### src/rtl/lfsr_pkg.sv
// Shared types and helpers for the Galois-LFSR random value generator.
package lfsr_pkg;

    typedef enum logic {
        IDLE = 1'b0,
        DRAW = 1'b1
    } gen_state_t;

    // Default maximal-length right-shift Galois tap masks
    localparam logic [7:0]  TAPS_W8  = 8'hB8;        // x^8+x^6+x^5+x^4+1
    localparam logic [15:0] TAPS_W16 = 16'hB400;     // x^16+x^14+x^13+x^11+1
    localparam logic [31:0] TAPS_W32 = 32'h80200003; // x^32+x^22+x^2+x+1

    // One right-shift Galois step; callers zero-extend and truncate to their width
    function automatic logic [31:0] lfsr_next(input logic [31:0] state, input logic [31:0] taps);
        return (state >> 1) ^ (state[0] ? taps : 32'h0);
    endfunction

endpackage

### src/rtl/lfsr_rand_gen_lfsr.sv
// Loadable Galois LFSR; a zero seed is replaced by DEFAULT_SEED so the
// register can never lock up in the all-zero state.
module galois_lfsr
    import lfsr_pkg::*;
#(
    parameter int               WIDTH        = 16,
    parameter logic [WIDTH-1:0] TAPS         = TAPS_W16,
    parameter logic [WIDTH-1:0] DEFAULT_SEED = 16'hACE1
) (
    input  logic             clk,
    input  logic             rst,
    input  logic             step,
    input  logic             load,
    input  logic [WIDTH-1:0] load_val,
    output logic [WIDTH-1:0] state
);

    logic [WIDTH-1:0] stepped;

    assign stepped = WIDTH'(lfsr_next(32'(state), 32'(TAPS)));

    // Load beats step; zero seed maps to the default seed
    always_ff @(posedge clk or negedge rst) begin
        if (!rst)
            state <= DEFAULT_SEED;
        else if (load)
            state <= (load_val == '0) ? DEFAULT_SEED : load_val;
        else if (step)
            state <= stepped;
    end

endmodule

### src/rtl/lfsr_rand_gen.sv
// Random value source: one uniform draw in [0, RANGE-1] per write request,
// using rejection sampling on the low RBITS bits of a Galois LFSR.
module lfsr_rand_gen
    import lfsr_pkg::*;
#(
    parameter int                WIDTH        = 16,
    parameter logic [WIDTH-1:0]  TAPS         = TAPS_W16,
    parameter logic [WIDTH-1:0]  DEFAULT_SEED = 16'hACE1,
    parameter longint unsigned   RANGE        = 128
) (
    input  logic             clk,
    input  logic             rst,
    input  logic             seed_load,
    input  logic [WIDTH-1:0] seed,
    input  logic             free_run,
    input  logic             write,
    output logic             busy,
    output logic             valid,
    output logic [WIDTH-1:0] aleatorio
);

    localparam int RBITS = $clog2(RANGE);

    gen_state_t       state_q, state_d;
    logic [WIDTH-1:0] lfsr_q;
    logic [RBITS-1:0] cand;
    logic             in_range;
    logic             lfsr_step;
    logic             accept;

    galois_lfsr #(
        .WIDTH       (WIDTH),
        .TAPS        (TAPS),
        .DEFAULT_SEED(DEFAULT_SEED)
    ) u_lfsr (
        .clk     (clk),
        .rst     (rst),
        .step    (lfsr_step),
        .load    (seed_load),
        .load_val(seed),
        .state   (lfsr_q)
    );

    // For power-of-two RANGE the compare is always true, so no rejects
    assign cand     = RBITS'(lfsr_q);
    assign in_range = (64'(cand) < RANGE);

    // FSM state register
    always_ff @(posedge clk or negedge rst) begin
        if (!rst)
            state_q <= IDLE;
        else
            state_q <= state_d;
    end

    // Next state, LFSR step and accept; seed_load aborts everything
    always_comb begin
        state_d   = state_q;
        lfsr_step = 1'b0;
        accept    = 1'b0;
        case (state_q)
            IDLE: begin
                if (write) begin
                    lfsr_step = 1'b1;
                    state_d   = DRAW;
                end else if (free_run) begin
                    lfsr_step = 1'b1;
                end
            end
            DRAW: begin
                if (in_range) begin
                    accept  = 1'b1;
                    state_d = IDLE;
                end else begin
                    lfsr_step = 1'b1;
                end
            end
            default: state_d = IDLE;
        endcase
        if (seed_load) begin
            state_d   = IDLE;
            lfsr_step = 1'b0;
            accept    = 1'b0;
        end
    end

    // Output register: value held until the next accept, valid is a pulse
    always_ff @(posedge clk or negedge rst) begin
        if (!rst) begin
            aleatorio <= '0;
            valid     <= 1'b0;
        end else begin
            valid <= accept;
            if (accept)
                aleatorio <= WIDTH'(cand);
        end
    end

    assign busy = (state_q == DRAW);

endmodule
### config.mk
export PLATFORM = sky130hd
export DESIGN_NAME = lfsr_rand_gen
export DESIGN_NICKNAME = d
export VERILOG_FILES = /design/src/rtl/lfsr_pkg.sv /design/src/rtl/lfsr_rand_gen_lfsr.sv /design/src/rtl/lfsr_rand_gen.sv
export SDC_FILE = /design/constraint.sdc
export NUM_CORES = 1
export LEC_CHECK = 0
export ABC_AREA = 1
export CAP_MARGIN = 0
export CORE_MARGIN = 1
export CORE_UTILIZATION = 50
export CTS_CLUSTER_SIZE = 30
export DETAILED_ROUTE_END_ITERATION = 8
export PLACE_DENSITY = 0.89
export SYNTH_ARGS = -nofsm -noshare
export SYNTH_HDL_FRONTEND = slang
export SYNTH_SLANG_ARGS = --single-unit
### constraint.sdc
create_clock -name clk -period 2.43 [get_ports clk]
set_input_delay 0.243 -clock clk [delete_from_list [all_inputs] [get_ports clk]]
set_output_delay 0.243 -clock clk [all_outputs]
set_load 0.03 [all_outputs]
Word level (Yosys, flattened, before mapping)
Index checks and enable logic that the tools add are counted.
{"block": "word_totals", "regBits": 25, "input_bits": 21, "output_inout_bits": 18, "elab_cells": 21}
{"block": "op_classes", "muxes": 13, "n_bitwise": 2, "reduce_logical": 2}
{"op": "2-to-1 mux 16 bit", "count": 4}
{"op": "zero test 16 bit", "count": 1}
{"op": "XOR 15 x 16 -> 16 bit", "count": 1}
{"op": "2-to-1 mux 1 bit", "count": 7}
{"op": "one-hot mux 1 bit (2 select lines)", "count": 2}
{"op": "nonzero test 2 bit", "count": 1}
{"op": "inverter 1 bit", "count": 1}

Depth between registers and ports, before layout
Gate-level depths: netlist of the first run.
{"block": "logic_depth", "ltp_word": 6, "mapped_depth": 8, "mapped_depth_nobuf": 7}

By module
A second synthesis of the first run with hierarchy kept.
{"block": "unflattened", "hier_cells": 176, "hier_area_um2": 1363.8}
{"mod": "galois_lfsr", "instances": 1, "cells_per_inst": 127, "area_each_um2": 928.4}
{"mod": "lfsr_rand_gen", "instances": 1, "cells_per_inst": 49, "area_each_um2": 435.4}

Least setup slack after synthesis of the first run
No wires, ideal clock.
{"block": "synth_path", "path_type": "register to register", "from": "register state_q (netlist: busy)", "to": "register u_lfsr.state[14]", "setup_ps": 126, "arrival_ps": 1112, "slack_ps": 1192, "stages_incl_launch_ff": 6, "period_less_slack_ps": 1238, "cell_sequence": "dfrtp_1 o21bai_4 nand2_4 clkbuf_8 nor2_1 a21oi_1"}
{"block": "synth_between", "elab_chain_len": 4}
{"item": "start: declaration", "line_no": "lfsr_rand_gen.sv:24", "source": "gen_state_t state_q, state_d;"}
{"item": "start signal: assignment", "line_no": "lfsr_rand_gen.sv:53", "source": "state_q <= state_d;"}
{"item": "inverter 1 bit"}
{"item": "one-hot mux 1 bit (2 select lines) (*)", "line_no": "lfsr_rand_gen.sv:61", "source": "case (state_q)"}
{"item": "2-to-1 mux 1 bit (*)", "line_no": "lfsr_rand_gen.sv:80", "source": "if (seed_load) begin"}
{"item": "nonzero test 2 bit (no line) (*)"}
{"item": "end signal: assignment", "line_no": "lfsr_rand_gen_lfsr.sv:27", "source": "state <= (load_val == '0) ? DEFAULT_SEED : load_val;"}
{"item": "end signal: assignment", "line_no": "lfsr_rand_gen_lfsr.sv:29", "source": "state <= stepped;"}
{"item": "end: declaration", "line_no": "lfsr_rand_gen_lfsr.sv:15", "source": "output logic [WIDTH-1:0] state"}
Mark *: on every way between the ends. The rest lies on a longest branch, timed or not.
A chain may end at the register's enable or synchronous reset.

Final worst setup path of the first run
{"block": "layout_path", "from": "register state_q (netlist: busy)", "to": "output busy"}
{"item": "end: declaration", "line_no": "lfsr_rand_gen.sv:17", "source": "output logic busy,"}
No word-level cell between the ends.

==> impl_metrics.tcl, run 1 <==
set metrics [dict create \
    hold_buffers 0 \
    p_int_uw 683 \
    crit_family "buffers and inverters" \
    clock_tree.root_cell "clkbuf_4" \
    die_width_um 54.1 \
    post_drt_via_cell_ratio 4.91 \
    drtIter0Drc 21 \
    min_path_type "primary input to async pin" \
    synth_mux_area_share_pct 0 \
    clock_power_share_pct 18.4 \
    rows 18 \
    ios 39 \
    synth-xor-area-share_pct 1.29 \
    critPathKind "flip-flop to output port" \
    p_switching_uw 348 \
    p_per_area_mw_per_mm2 632 \
    gp_congestion 0.828 \
    finalCriticalPeriod_ns 1.67 \
    numCtsBuffers 3 \
    yosys.area_share.adder_pct 0 \
    synth_top_family_by_area "simple AND/OR/NAND/NOR gates" \
    core-area_mm2 0.00252 \
    cp-start-kind "flip-flop" \
    combPwrFrac_pct 30.5 \
    globalRouteMet2Util_pct 39.5 \
    max_stage_delay_ns 0.69 \
    syn-cell-area_mm2 0.00136 \
    fill_cells 224 \
    postSynthCellCount 173 \
    synth.distinct_cells 21 \
    antenna_cells 0 \
    skew_ns 0.00120 \
    worstPathCellList "clkdlybuf4s50_1" \
    cp.required_ns 2.19 \
    grt_first_pass_wirelength_um 4710 \
    grt_util_all_layers_pct 23.0 \
    slew_violations 0 \
    wl_per_cell_um 11.9 \
    critPathSlowestCell "clkdlybuf4s50_1" \
    cts_setup_buffers 0 \
    synth_warnings 0 \
    io_buffers 29 \
    endpoint_kind "output port" \
    clk_latency_ns 0.32 \
    start_util_pct 53.7 \
    antenna_found_initial 0 \
    rsz0062_at_grt "no" \
    clk_pin_slew_ns 0.13 \
    die_area_mm2 0.00292 \
    syn_to_final_growth_pct 20.3 \
    hold_viol_final 0 \
    vias 1135 \
    cts_tree "done" \
    die_h_um 54.1 \
    cp.buffers_inverters 1 \
    drc 0 \
    switching_share_pct 33.8 \
    crit_arrival_ns 1.43 \
    synth_seq_cells 25 \
    setup_viol 0 \
    worstPathMaxFanout 4 \
    drtPass1Iterations 4 \
    ir_drop_mv 0.495 \
    synth_compound_area_share_pct 12.6 \
    ant_nets 0 \
    p_seq_share_pct 51.0 \
    clock_path_buffers 2 \
    top_usage_layer "met2" \
    p_leak_uw 0.000779 \
    seq_area_frac_synth_pct 46.9 \
    synth-simple-area-share_pct 25.7 \
    setup-tns-final_ns 0 \
    cts_num_sinks 25 \
    status "complete, no violations" \
    utilization_pct 64.6 \
    grt_use_met1_pct 28.6 \
    cts_resized 0 \
    drv_cap 0 \
    h-tree-depth 1 \
    routed_wl_um 2740 \
    nets 223 \
    hpwl_um 2010 \
    max_clock_freq_mhz 599 \
    met3_usage_pct 5.37 \
    grt_max_degree 26 \
    drive_gt1_share_pct 10.9 \
    grt_pass1_vias 1030 \
    post-route-period-util_pct 68.7 \
    globalRouteOverflowTotal 0 \
    synth.avg_cell_area_um2 7.83 \
]
## routing by layer
layer	vias up	share of wire, %
met2	35	50
met1	520	44
met4	0	1.6
met3	6	4.3
met5	-	0
li1	574	-
## layout make-up
type | count | area [um2] | area share, %
repair buffers | 31 | 305 | 18.7
clock inverters | 1 | 7.51 | 0.460
multi-input cells | 129 | 569 | 34.9
inverters | 12 | 52.6 | 3.22
well taps | 30 | 37.5 | 2.30
flip-flops and latches | 25 | 636 | 39.0
clock buffers | 3 | 22.5 | 1.38
## flip-flops by register name, summed over array words and instances (netlist names)
signal and cells:
aleatorio 7, u_lfsr.state 16, valid 1, busy 1
## cell families after synthesis
| family | after synthesis |
|---|---|
| other cells | 1 |
| xor+xnor | 2 |
| buf+inv | 27 |
| compound gates | 28 |
| simple gates | 90 |
| flops | 25 |
## cells in the final DEF, fill, tap and decap left out
master           Yosys  final
dfrtp_1             17     17
clkdlybuf4s50_1      0     29
inv_8                1      1
inv_2                1      1
clkbuf_4             0      3
dfstp_2              8      8
inv_1               10     10
xnor2_1              2      2
buf_4               10      2
nand3_1              1      1
a21oi_1              3      3
clkinvlp_4           0      1
o21bai_4             1      1
nand2_4              1      1
nand2_1             59     59
o21ai_0             19     19
conb_1               1      9
o21ai_2              4      4
nor2_1              28     28
nor3_1               1      1
a31oi_1              1      1
## synth_stat cells (all sizes together)
| cell type | number | area share, % |
|---|---|---|
| inv | 12 | 3.9 |
| dfrtp | 17 | 31 |
| nor3 | 1 | 0.37 |
| nand3 | 1 | 0.37 |
| a31oi | 1 | 0.46 |
| a21oi | 3 | 1.1 |
| nor2 | 28 | 7.8 |
| conb | 1 | 0.28 |
| o21bai | 1 | 1.4 |
| dfstp | 8 | 16 |
| buf | 14 | 8.4 |
| clkbuf | 1 | 1.0 |
| o21ai | 23 | 9.6 |
| xnor2 | 2 | 1.3 |
| nand2 | 60 | 17 |
## worst paths after layout
path	startpoint	to	slack (ns)	cells after the start
setup reg to reg	busy	u_lfsr.state[11]	1.17	6
setup / recovery	busy	busy	0.76	1
min in group clk	u_lfsr.state[6]	u_lfsr.state[6]	0.48	2
hold / removal	rst	u_lfsr.state[3]	0.26	2
max in group asynchronous	rst	u_lfsr.state[10]	1.88	2
hold reg to reg	u_lfsr.state[6]	u_lfsr.state[6]	0.48	2
## power by group through the flow
| stage | clock (uW) | sequential (uW) | combinational, uW |
|---|---|---|---|
| finish | 190 | 526 | 315 |
| detailed placement | 0 | 533 | 316 |
| CTS | 195 | 527 | 316 |
| global placement | 0 | 532 | 307 |
| floorplan | 0 | 582 | 154 |
| global route | 216 | 534 | 348 |
## per-stage QoR
stage               total power, uW  instances  hold slack (ns)  area, um2  setup WS (ns)
floorplan                       736        181          -0.0526       1390           1.19
detailed placement              849        227            0.458       1600          0.787
finish                         1030        231            0.257       1630          0.761
global placement                840        227            0.459       1600          0.873
global route                   1100        231            0.257       1630          0.708
CTS                            1040        231            0.265       1630          0.747
(Power assumes the default switching activity.)
==> run 2: changes to the inputs <==
CORE_UTILIZATION = 47   (was 50)
PLACE_DENSITY = 0.85   (was 0.89)
clock period = 1.6 ns   (was 2.43 ns; I/O delays follow)
==> run 2 against run 1 <==
  * Via count decreased by 1.8%
  * Largest power group unchanged
  * Register-to-register slack worse by 0.73 ns
  * Global-route usage decreased by 5.0 points
  * Clock power grew 61%
  * Highest routed layer unchanged
  * Non-clock buffer count increased by 2
  * Flip-flop and latch count unchanged
  * Wire length decreased by 3.7%
  * Sequential power increased by 52%
==> impl_metrics.tcl, run 2 (same netlist as run 1, synthesis figures left out) <==
set metrics [dict create \
    ant_nets 0 \
    final_area_mm2 0.00165 \
    clk_latency_ns 0.33 \
    drtIter0Drc 48 \
    drtPass1Iterations 4 \
    clk_pin_slew_ns 0.15 \
    min_path_type "primary input to async pin" \
    antenna_found_initial 0 \
    syn_to_final_growth_pct 21.6 \
    post-route-period-util_pct 96.7 \
    vias 1115 \
    clock_path_buffers 2 \
    nets 225 \
    place_inst 230 \
    globalRouteMet2Util_pct 31.0 \
    clock_tree.root_cell "clkbuf_4" \
    crit_family "buffers and inverters" \
    die_width_um 55.7 \
    max_flop_register "u_lfsr.state" \
    start_util_pct 49.6 \
    ios 39 \
    cp.buffers_inverters 1 \
    critPathSlowestCell "clkdlybuf4s50_1" \
    finalCriticalPeriod_ns 1.55 \
    critPathKind "flip-flop to output port" \
    r2r_setup_slack_ns 0.44 \
    cp.required_ns 1.44 \
    drc 0 \
    top_usage_layer "met2" \
    fill_cells 252 \
    setup_viol 0 \
    p_leak_uw 0.000804 \
    skew_ns 0.0102 \
    globalRouteOverflowTotal 0 \
    grt_first_pass_wirelength_um 4400 \
    cp-start-kind "flip-flop" \
    io_buffers 29 \
    placed_area_mm2 0.00162 \
    mostFrequentLayoutCell "nand2_1" \
    rsz0062_at_grt "no" \
    drv_cap 0 \
    cts_num_sinks 25 \
    rows 19 \
    status "complete, no violations" \
    p_per_area_mw_per_mm2 960 \
    die_area_mm2 0.00310 \
    crit_arrival_ns 1.39 \
    power_uw 1580 \
    numCtsBuffers 3 \
    core-area_mm2 0.00273 \
    grt_util_all_layers_pct 18.0 \
    cts_tree "done" \
    register_area_um2 636 \
    grt_use_met1_pct 22.6 \
    layout.cells.non_filler 234 \
    worstPathMaxFanout 2 \
    met3_usage_pct 4.65 \
    reg_top3 "u_lfsr.state (16), aleatorio (7)" \
    ir_drop_mv 0.586 \
    largest_reg_flops 16 \
    worstPathCellList "clkdlybuf4s50_1" \
    endpoint_kind "output port" \
    hold_viol_final 0 \
    h-tree-depth 1 \
    grt_max_degree 26 \
    mostFrequentLayoutCells "59 x nand2_1, 28 x nor2_1, 27 x clkdlybuf4s50_1" \
    routed_wl_um 2640 \
    hpwl_um 1860 \
    multiInputGateArea_um2 569 \
    slew_violations 0 \
    post_drt_via_cell_ratio 4.76 \
    antenna_cells 0 \
    grt_pass1_vias 1019 \
    max_clock_freq_mhz 646 \
    hold_buffers 0 \
    drive_gt1_share_pct 11.8 \
    holdWs_ns 0.161 \
    gp_congestion 0.778 \
    max_stage_delay_ns 0.67 \
    die_h_um 55.7 \
    setup-tns-final_ns 0 \
    wl_per_cell_um 11.3 \
]
==> run 2: layer usage <==
layer	routed length (um)	share of wire, %
met5	0	0
met1	1270	48
met4	20	0.76
met3	119	4.5
met2	1230	47
==> run 2: power breakdown <==
group | leakage, uW | internal, uW | switching [uW] | total, uW
registers | 0.000296 | 746 | 53.5 | 800
logic | 0.000495 | 197 | 281 | 478
clock network | 0.0000139 | 95.8 | 209 | 305
==> run 2: cell type report <==
class / instances / share of cell area (%)
sequential: 25 / 38.6
multi-input combinational: 129 / 34.5
timing repair buffer: 33 / 19.5
inverter: 12 / 3.19
tap: 31 / 2.35
clock buffer: 3 / 1.37
clock inverter: 1 / 0.456
==> run 2: timing repair <==
action / CTS / global route
buffers inserted: 0 / 0
endpoints found under the setup margin: 1 / 1
endpoints found under the hold margin: 0 / 0
resized for setup: 1 / 1
==> run 2: worst paths after layout <==
kind,start,end,cells after the start
worst max register to register,busy,u_lfsr.state[7],6
worst min register to register,u_lfsr.state[6],u_lfsr.state[6],2
min in group clk,seed[8],u_lfsr.state[8],3
worst max-delay path,aleatorio[4],aleatorio[4],1
worst min-delay path,rst,valid,2
max in group asynchronous,rst,u_lfsr.state[10],2
==> run 2: stage by stage <==
step	worst slack (ns)	utilization [%]
after global routing	0.00353	60.3
after detailed placement	0.152	59.1
after global placement	0.207	59.1
final	0.0527	60.3
after CTS	0.0367	60.2
after floorplan	0.362	-
==> run 3: changes to the inputs <==
MAX_ROUTING_LAYER = met4   (was not set)
==> run 3 against run 2 <==
  * Critical path depth is the same
  * First-iteration DRC count decreased by 10%
  * Highest routed layer unchanged
  * Setup slack better by 0.0053 ns
  * Via count fell by 0.63%
  * Register-to-register slack barely moved
  * Critical path type unchanged
  * Combinational power barely moved
  * Flip-flop and latch count is the same
==> impl_metrics.tcl, run 3 (same netlist as run 1, synthesis figures left out) <==
set metrics [dict create \
    clock_path_buffers 2 \
    grt_first_pass_wirelength_um 4410 \
    die_h_um 55.7 \
    grt_pass1_vias 1018 \
    globalRouteOverflowTotal 0 \
    nets 225 \
    vias 1108 \
    crit_start "aleatorio[4]" \
    slew_violations 0 \
    cp-start-kind "flip-flop" \
    crit_family "buffers and inverters" \
    drive_gt1_share_pct 11.8 \
    h-tree-depth 1 \
    routed_wl_um 2650 \
    io_buffers 29 \
    ant_nets 0 \
    cts_tree "done" \
    critPathSlowestCell "clkdlybuf4s50_1" \
    ios 39 \
    largest_reg_flops 16 \
    die_area_mm2 0.00310 \
    mostFrequentLayoutCell "nand2_1" \
    holdWs_ns 0.167 \
    post_drt_via_cell_ratio 4.74 \
    worstPathMaxFanout 2 \
    min_path_type "primary input to async pin" \
    p_leak_uw 0.000804 \
    hold_viol_final 0 \
    core-area_mm2 0.00273 \
    crit_arrival_ns 1.38 \
    critPathKind "flip-flop to output port" \
    setup_ws_ns 0.0580 \
    p_per_area_mw_per_mm2 958 \
    mostFrequentLayoutCells "59 x nand2_1, 28 x nor2_1, 27 x clkdlybuf4s50_1" \
    ir_drop_mv 0.586 \
    cp.buffers_inverters 1 \
    drv_cap 0 \
    max_stage_delay_ns 0.67 \
    rows 19 \
    antenna_cells 0 \
    setup_viol 0 \
    antenna_found_initial 0 \
    power_uw 1580 \
    setup-tns-final_ns 0 \
    syn_to_final_growth_pct 21.6 \
    status "complete, no violations" \
    numCtsBuffers 3 \
    clk_pin_slew_ns 0.15 \
    worstPathCellList "clkdlybuf4s50_1" \
    rsz0062_at_grt "no" \
    endpoint_kind "output port" \
    grt_max_degree 26 \
    drtIter0Drc 43 \
    cp.depth 1 \
    gp_congestion 0.789 \
    reg_top3 "u_lfsr.state (16), aleatorio (7)" \
    drc 0 \
    drtPass1Iterations 4 \
    pre_cts_ws_ns 0.152 \
    hold_buffers 0 \
    clk_latency_ns 0.33 \
    grt_util_all_layers_pct 18.6 \
    max_flop_register "u_lfsr.state" \
    rr_startpoint "busy" \
    max_clock_freq_mhz 648 \
    die_width_um 55.7 \
    start_util_pct 49.6 \
    wl_per_cell_um 11.3 \
    post-route-period-util_pct 96.4 \
    reg2reg_depth 4 \
    clock_tree.root_cell "clkbuf_4" \
    hpwl_um 1860 \
    cp.required_ns 1.44 \
    cts_num_sinks 25 \
    skew_ns 0.00561 \
    finalCriticalPeriod_ns 1.54 \
]
## run 3: cell counts in the layout (fill, tap and decap cells not counted)
No cell type changed its count.
## run 3: cell type report
class,count,area (um2)
well taps,31,38.8
multi-input cells,129,569
flip-flops and latches,25,636
clock buffers,3,22.5
repair buffers,33,322
clock inverters,1,7.51
fillers,252,1090
inverters,12,52.6
## run 3: path summary, 6_finish.rpt
kind / end / slack, ns
worst min-delay path: aleatorio[3] / 0.17
worst max-delay path: aleatorio[4] / 0.06
max in group asynchronous: u_lfsr.state[10] / 1.14
worst max register to register: u_lfsr.state[9] / 0.44
worst min register to register: u_lfsr.state[6] / 0.48
min in group clk: u_lfsr.state[8] / 0.39
## run 3: stage by stage
| stage | cells | util, % | area, um2 |
|---|---|---|---|
| 5_1_grt | 234 | 60.3 | 1650 |
| 3_5_place_dp | 230 | 59.1 | 1620 |
| 3_3_place_gp | 230 | 59.1 | 1620 |
| 6_report | 234 | 60.3 | 1650 |
| 2_1_floorplan | 181 | - | 1390 |
| 4_1_cts | 234 | 60.2 | 1650 |
## run 3: power by group
part / internal [uW] / leakage (uW) / switching [uW]
Clock: 95.8 / 0.0000139 / 206
Combinational: 197 / 0.000495 / 280
Sequential: 746 / 0.000296 / 52.6
## run 3: timing repair
action | in CTS | in global routing
endpoints found under the setup margin | 1 | 1
hold endpoints to repair | 0 | 0
gates resized for setup | 1 | 1
cloned | 0 | 0
buffers inserted | 0 | 0
## run 3: per-layer routing
| metal | up-vias | routed length, um | global-route usage (%) |
|---|---|---|---|
| li1 | 576 | - | - |
| met1 | 488 | 1210 | 22.8 |
| met2 | 42 | 1240 | 31.0 |
| met3 | 2 | 169 | 4.65 |
| met4 | 0 | 20 | 4.29 |
| met5 | - | 0 | - |
